File: config.mk
export PLATFORM = sky130hd
export DESIGN_NAME = traffic_light_fsm
export DESIGN_NICKNAME = d
export VERILOG_FILES = /design/src/rtl/traffic_light_fsm.sv
export SDC_FILE = /design/constraint.sdc
export NUM_CORES = 1
export LEC_CHECK = 0
export ABC_AREA = 1
export BUFFER_PORTS_ARGS = -buffer_cell sky130_fd_sc_hd__clkbuf_2
export CELL_PAD_IN_SITES_DETAIL_PLACEMENT = 1
export CELL_PAD_IN_SITES_GLOBAL_PLACEMENT = 2
export CORE_MARGIN = 4
export CORE_UTILIZATION = 32
export CTS_BUF_LIST = sky130_fd_sc_hd__clkbuf_4
export DETAILED_ROUTE_END_ITERATION = 8
export PLACE_DENSITY_LB_ADDON = 0.1
export RECOVER_POWER = 50
export SYNTH_ARGS = -nofsm -noshare
export SYNTH_HDL_FRONTEND = slang
export SYNTH_SLANG_ARGS = --single-unit
File: constraint.sdc
create_clock -name clk -period 2.9 [get_ports clk]
set_input_delay 0.435 -clock clk [delete_from_list [all_inputs] [get_ports clk]]
set_output_delay 0.435 -clock clk [all_outputs]
set_load 0.005 [all_outputs]
File: src/rtl/traffic_light_fsm.sv
// Purpose : phase controller for a main/side two-road intersection with demand latching,
//           minimum main-green hold, pedestrian walk and night flashing mode.
// Latency : state advances on the clk edge where the qualifying end pulse is high; outputs
//           are decoded from registers only, so they follow that edge. No backpressure:
//           end pulses and requests are consumed as they arrive; requests are latched.
//
// Ports:
//   clk, rst                        clock, asynchronous active-high reset
//   green_end/yellow_end/red_end    single-cycle phase-expiry pulses from the delay counter
//   side_req, ped_req               side-road sensor and pedestrian button (level or pulse)
//   night_mode                      request for flashing operation
//   state_green/yellow/red          one-hot phase-class strobes to the delay counter
//   main_lamp, side_lamp            {red, yellow, green} lamp drives
//   walk                            pedestrian walk signal
//   phase                           encoded current state, for observation
module traffic_light_fsm #(
   parameter int unsigned MIN_MAIN_GREEN = 2,
   parameter bit          FLASH_EN       = 1'b1
) (
   input  logic       clk,
   input  logic       rst,
   input  logic       green_end,
   input  logic       yellow_end,
   input  logic       red_end,
   input  logic       side_req,
   input  logic       ped_req,
   input  logic       night_mode,
   output logic       state_green,
   output logic       state_yellow,
   output logic       state_red,
   output logic [2:0] main_lamp,
   output logic [2:0] side_lamp,
   output logic       walk,
   output logic [2:0] phase
);

   localparam logic [2:0] ALL_RED_1   = 3'd0;
   localparam logic [2:0] MAIN_GREEN  = 3'd1;
   localparam logic [2:0] MAIN_YELLOW = 3'd2;
   localparam logic [2:0] ALL_RED_2   = 3'd3;
   localparam logic [2:0] SIDE_GREEN  = 3'd4;
   localparam logic [2:0] SIDE_YELLOW = 3'd5;
   localparam logic [2:0] FLASH       = 3'd6;

   localparam logic [2:0] LAMP_RED = 3'b100;
   localparam logic [2:0] LAMP_YEL = 3'b010;
   localparam logic [2:0] LAMP_GRN = 3'b001;
   localparam logic [2:0] LAMP_OFF = 3'b000;

   localparam logic [3:0] MIN_CNT = 4'(MIN_MAIN_GREEN);

   logic [2:0] state, state_nxt;
   logic [3:0] green_cnt, green_cnt_nxt;
   logic [4:0] green_cnt_inc;
   logic       flash_ph, flash_ph_nxt;
   logic       side_pend, ped_pend;
   logic       night_eff;
   logic       any_pend;
   logic       enter_side;

   // With flashing disabled, night_mode has no influence anywhere.
   assign night_eff = night_mode & FLASH_EN;
   assign any_pend  = side_pend | ped_pend;
   // Widened so a count of 15 cannot wrap before the comparison.
   assign green_cnt_inc = {1'b0, green_cnt} + 5'd1;

   always_comb begin
      state_nxt     = state;
      green_cnt_nxt = green_cnt;
      flash_ph_nxt  = flash_ph;
      case (state)
         ALL_RED_1: begin
            if (red_end) begin
               state_nxt     = night_eff ? FLASH : MAIN_GREEN;
               green_cnt_nxt = '0;
            end
         end
         MAIN_GREEN: begin
            if (green_end) begin
               green_cnt_nxt = (green_cnt_inc >= {1'b0, MIN_CNT}) ? MIN_CNT : green_cnt_inc[3:0];
               if ((green_cnt_inc >= {1'b0, MIN_CNT}) && (any_pend || night_eff))
                  state_nxt = MAIN_YELLOW;
            end
         end
         MAIN_YELLOW: begin
            if (yellow_end) state_nxt = ALL_RED_2;
         end
         ALL_RED_2: begin
            if (red_end) begin
               if (night_eff)     state_nxt = FLASH;
               else if (any_pend) state_nxt = SIDE_GREEN;
               else               state_nxt = ALL_RED_1;
            end
         end
         SIDE_GREEN: begin
            if (green_end) state_nxt = SIDE_YELLOW;
         end
         SIDE_YELLOW: begin
            if (yellow_end) state_nxt = ALL_RED_1;
         end
         FLASH: begin
            if (yellow_end) begin
               if (night_eff) begin
                  flash_ph_nxt = ~flash_ph;
               end else begin
                  state_nxt    = ALL_RED_1;
                  flash_ph_nxt = 1'b0;
               end
            end
         end
         default: begin
            // Encoding 7 is unreachable; recover to a safe all-red phase.
            state_nxt    = ALL_RED_1;
            flash_ph_nxt = 1'b0;
         end
      endcase
   end

   // SIDE_GREEN is only ever entered from ALL_RED_2.
   assign enter_side = (state == ALL_RED_2) && (state_nxt == SIDE_GREEN);

   always_ff @(posedge clk or posedge rst) begin
      if (rst) begin
         state     <= ALL_RED_1;
         green_cnt <= '0;
         flash_ph  <= 1'b0;
         side_pend <= 1'b0;
         ped_pend  <= 1'b0;
         walk      <= 1'b0;
      end else begin
         state     <= state_nxt;
         green_cnt <= green_cnt_nxt;
         flash_ph  <= flash_ph_nxt;
         // A request arriving on the servicing edge is kept for the next cycle.
         side_pend <= side_req | (side_pend & ~enter_side);
         ped_pend  <= ped_req  | (ped_pend  & ~enter_side);
         if (enter_side)
            walk <= ped_pend;
         else if (state_nxt != SIDE_GREEN)
            walk <= 1'b0;
      end
   end

   // Output decode from registered state only.
   always_comb begin
      state_green  = 1'b0;
      state_yellow = 1'b0;
      state_red    = 1'b1;
      main_lamp    = LAMP_RED;
      side_lamp    = LAMP_RED;
      case (state)
         MAIN_GREEN: begin
            state_green = 1'b1;
            state_red   = 1'b0;
            main_lamp   = LAMP_GRN;
         end
         MAIN_YELLOW: begin
            state_yellow = 1'b1;
            state_red    = 1'b0;
            main_lamp    = LAMP_YEL;
         end
         SIDE_GREEN: begin
            state_green = 1'b1;
            state_red   = 1'b0;
            side_lamp   = LAMP_GRN;
         end
         SIDE_YELLOW: begin
            state_yellow = 1'b1;
            state_red    = 1'b0;
            side_lamp    = LAMP_YEL;
         end
         FLASH: begin
            state_yellow = 1'b1;
            state_red    = 1'b0;
            main_lamp    = flash_ph ? LAMP_YEL : LAMP_OFF;
            side_lamp    = flash_ph ? LAMP_RED : LAMP_OFF;
         end
         default: begin
            state_green  = 1'b0;
            state_yellow = 1'b0;
            state_red    = 1'b1;
         end
      endcase
   end

   assign phase = state;

endmodule

Yosys cells after proc, flatten, opt, wreduce, memory -nomap -nowiden:

Index checks and enable logic that the tools add are counted.

* add/sub/neg operators: 1
* $lt $le $gt $ge: 1
* eq/ne operators: 11
* muxes and demuxes: 29
* bitwise gates (word level): 8
* reduce and logical (&&, ||, !) cells: 12

Operators by type and width (number)
* two-way mux 3 bit: 13
* one-hot mux 3 bit (7 select lines): 1
* one-hot mux 3 bit (3 select lines): 2
* equality test 3 bit (second input constant): 4
* two-way mux 4 bit: 3
* one-hot mux 4 bit (2 select lines): 1
* two-way mux 1 bit: 7
* equality test 3 x 2 -> 1 bit (second input constant): 2
* != test 2 bit (second input constant): 3
* OR reduction 6 bit: 1
* adder 4 x 1 -> 5 bit (second input constant): 1
* greater-or-equal comparator 5 x 2 -> 1 bit (second input constant): 1
* OR reduction 5 bit: 1
* nonzero test 2 bit: 2
* equality test 3 x 1 -> 1 bit (second input constant): 1
* logical NOT 3 bit: 1
* != test 3 bit (second input constant): 1
* NOT 1 bit: 3
* bitwise OR 1 bit: 3
* AND reduction 3 bit: 1
* OR reduction 3 bit: 1
* AND 1 bit: 2
* logical AND 1 bit: 2
* two-way mux 2 bit: 1
* other kinds (4): 4

* register bits after elaboration: 11
* input bits: 8
* logic and storage cells: 68

Depth between registers and ports, before layout:

* word-level depth: 11
* depth in mapped cells: 13
* gate-level depth less buffers: 13

Least setup slack after synthesis:

No wires, ideal clock.

* kind: register -> register
* from: register green_cnt[0]
* to: register ped_pend
* setup time: 0.116 ns
* arrival time: 1.295 ns
* data required time: 2.784 ns
* setup slack: 1.488 ns
* cell stages (with the launch flop): 12
* path buffers: 0
* period minus slack after synthesis: 1.412 ns
* cells stage by stage: dfrtp_1 ha_1 nand2_1 nor2_1 nand2_1 nand2_1 nand2_1 nand2_1 nor2_2 nand3_2 nand2_1 nand2_1

* word-level cells in the longest chain between the ends: 11

Ends and longest elaborated chain
* start: declaration: RTL line 53 `logic [3:0] green_cnt, green_cnt_nxt;`
* start signal: assignment: RTL line 132 `green_cnt <= green_cnt_nxt;`
* adder 4 x 1 -> 5 bit: RTL line 65 `assign green_cnt_inc = {1'b0, green_cnt} + 5'd1;`
* greater-or-equal comparator 5 x 2 -> 1 bit: RTL line 81 `if ((green_cnt_inc >= {1'b0, MIN_CNT}) && (any_pend || night_eff))`
* logical AND 1 bit: RTL line 81
* two-way mux 3 bit: RTL line 81
* two-way mux 3 bit: RTL line 79 `if (green_end) begin`
* one-hot mux 3 bit (7 select lines): RTL line 71 `case (state)`
* via state_nxt[0]: RTL line 52 `logic [2:0] state, state_nxt;`
* equality test 3 bit: RTL line 120 `assign enter_side = (state == ALL_RED_2) && (state_nxt == SIDE_GREEN);`
* logical AND 1 bit: RTL line 120
* NOT 1 bit: RTL line 136 `ped_pend <= ped_req | (ped_pend & ~enter_side);`
* AND 1 bit: RTL line 136
* bitwise OR 1 bit: RTL line 136
* end signal: assignment: RTL line 136
* end: declaration: RTL line 56 `logic side_pend, ped_pend;`

The timed path passes the listed nets, and every way through them passes these cells.
A chain may end at the register's enable or synchronous reset.

Worst setup path in the final report:

* from: register state[1] (netlist: phase[1])
* to: output port state_green

* word-level cells in the longest chain between the ends: 3
* elaborated cells between the ends (all ways): 4
* those cells by class: eq/ne (2); mux (1); reduce/logical (1)

Ends and longest elaborated chain
* start: declaration: RTL line 52
* start signal: assignment: RTL line 131 `state <= state_nxt;`
* equality test 3 bit / equality test 3 x 1 -> 1 bit (equally long branches): RTL line 151 `case (state)`
* OR reduction 2 bit (no line) *
* two-way mux 1 bit *: RTL line 151
* end: declaration: RTL line 28 `output logic state_green,`

Every way passes the cells marked *; elsewhere a longest branch is shown, timed or not.

==> flow_metrics.tcl <==
set metrics [dict create \
    drive_gt1_share_pct 29.3 \
    cts_hold_buf 0 \
    grt_antenna_before_repair 0 \
    synth-edff-count 0 \
    ys.flop_type "dfrtp_1" \
    clkSinkCount 11 \
    diodes 0 \
    finalNetCount 151 \
    fp.dieH_um 59.4 \
    hold_viol_final 0 \
    ys_ff_latch 11 \
    postRouteAntennaNets 0 \
    seqPwrFrac_pct 30.0 \
    htreeDepth 1 \
    port_buffers 20 \
    syn_avg_cell_area_sq_um 7.10 \
    fin_crit_sh_pct 70.4 \
    slew_violations 0 \
    grt_pass1_vias 849 \
    grt.overflow.total 0 \
    clk_path_buf_depth 2 \
    p_leak_nw 0.561 \
    synth_cell_type_count 24 \
    crit_type "flop to primary output" \
    swShare_pct 51.6 \
    synth_top_area_cell "dfrtp_1" \
    yosys.area.top_type_share_pct 32.6 \
    min_period_ns 2.04 \
    start_kind "flop" \
    first_iter_violations 26 \
    synth_nets 129 \
    p_sw_w 0.000479 \
    wl_per_cell_um 13.0 \
    tns_ns 0 \
    p_per_area_mw_per_mm2 963 \
    synth_common_cells "29 x nand2_1, 17 x inv_1, 13 x nor2_1, 11 x dfrtp_1, 9 x nand3_1" \
    outcome "finished clean" \
    rows 18 \
    p_int_w 0.000451 \
    grt_max_degree 12 \
    start_util_pct 33.8 \
    die_area_sq_mm 0.00353 \
    syn_to_final_growth_pct 14.4 \
    final_cells 170 \
    ys_warn_count 0 \
    cts_tree "yes" \
    max_slew.worst_pin.slew_ns 0.517 \
    ir_worst_vdd_mv 0.380 \
    crit_fanout 9 \
    power_frac_comb_pct 57.6 \
    required_ns 2.47 \
    dr.pass1.iters 4 \
    syn-cell-area_sq_um 845 \
    vias 796 \
    dp_cells 166 \
    fmaxAchievable_ghz 0.490 \
    synth.area.top_cells "dfrtp_1 33%, nand2_1 13%, inv_1 7.6%" \
    io_pins 21 \
    hpwl_um 1850 \
    synthCells 119 \
    cts_resized 0 \
    slew_headroom_pct 65.2 \
    vias_per_cell 4.68 \
    min_path_type "input pin to async pin" \
    clock_skew_ns 0.000843 \
    cts_root_buffer "clkbuf_4" \
    route.detailed.drc 0 \
    cts_buffers 3 \
    clock_latency_ns 0.27 \
    rsz0062_at_grt "no" \
    drv_cap 0 \
    cp-end-kind "primary output" \
    grt_usage_pct 14.7 \
    synth.most_common_cell "nand2_1" \
    async_reset_ff_share_pct 100 \
    setup_viol 0 \
    design_area_sq_um 966 \
    post_cts_buffers 0 \
    core_sq_mm 0.00250 \
    place_area_sq_um 948 \
    gp_congestion 0.740 \
    drt_wl_total_um 2220 \
    die_w_um 59.4 \
    crit_arrival_ns 1.61 \
    grt_pass1_wl_um 3900 \
    pwr-share-clk_pct 12.4 \
    synth_seq_area_share_pct 32.6 \
    clk_pin_slew_ns 0.07 \
]
[kinds of logic (layout without fill, tap and decap cells)]
logic type | count (synthesis) | in the layout | synth area share, %
AOI/OAI and AO/OA | 15 | 15 | 10.8
buffers and inverters | 26 | 47 | 15.7
and+or+nand+nor | 65 | 65 | 37.9
adders and majority gates | 2 | 2 | 2.96
DFF | 11 | 11 | 32.6
[layer usage]
layer,track usage [%],wire (um)
met5,0,0
met4,1.94,12
met3,3.92,99
met2,24.0,1020
met1,19.8,1090
[power by group through the flow]
stage / Clock (W) / Sequential (W) / Combinational [W]
5_1_grt: 0.000132 / 0.000289 / 0.000617
2_1_floorplan: 0 / 0.000222 / 0.000466
4_1_cts: 0.000122 / 0.000288 / 0.000556
3_3_place_gp: 0 / 0.000286 / 0.000541
6_report: 0.000115 / 0.000279 / 0.000536
3_5_place_dp: 0 / 0.000291 / 0.000554
[area by class of cell]
| cell class | count | area [sq um] |
|---|---|---|
| fillers | 340 | 1530 |
| multi-input cells | 82 | 427 |
| flip-flops and latches | 11 | 275 |
| inverters | 23 | 98.8 |
| repair buffers | 20 | 97.6 |
| well taps | 30 | 37.5 |
| clock buffers | 4 | 30.0 |
[worst max-delay path, stage by stage (launching register included)]
cell	delay [ns]
dfrtp_1	0.58
nor2_1	0.16
inv_2	0.15
nor2_8	0.06
or2_2	0.27
clkbuf_2	0.11
[sequential cells by signal, indices dropped and copies added (netlist names)]
name       cells
side_pend      1
ped_pend       1
walk           1
phase          3
flash_ph       1
green_cnt      4
[worst paths after layout]
| path | start | endpoint | slack [ns] | depth (start not counted) |
|---|---|---|---|---|
| max reg2reg | phase[1] | side_pend | 1.23 | 10 |
| min | rst | ped_pend | 0.14 | 2 |
| min in group clk | ped_req | ped_pend | 0.34 | 3 |
| max | phase[1] | state_green | 0.86 | 5 |
| min reg2reg | green_cnt[3] | green_cnt[3] | 0.50 | 2 |
| max in group asynchronous | rst | green_cnt[0] | 2.46 | 2 |
[cells in the final DEF (no fill, tap or decap), drive strengths merged]
cell type	synthesis	final
nand3	11	11
a21boi	1	1
dfrtp	11	11
inv	23	23
o211ai	1	1
clkbuf	0	24
nor3	1	1
ha	2	2
nand2	33	33
nor2	18	18
nand4	1	1
a211oi	1	1
o21ai	5	5
or2	1	1
a21oi	7	7
[per-stage QoR]
| step | power, W | utilization [%] | hold WS, ns | setup slack (ns) |
|---|---|---|---|---|
| floorplan | 0.000688 | - | 0.287 | 1.49 |
| global placement | 0.000827 | 37.9 | 0.432 | 1.25 |
| detailed placement | 0.000844 | 37.9 | 0.445 | 1.21 |
| CTS | 0.000966 | 39.1 | 0.143 | 0.903 |
| global route | 0.00104 | 38.6 | 0.149 | 0.706 |
| finish | 0.000930 | 38.6 | 0.137 | 0.858 |
Note: power is estimated with default switching activity, not from simulation.
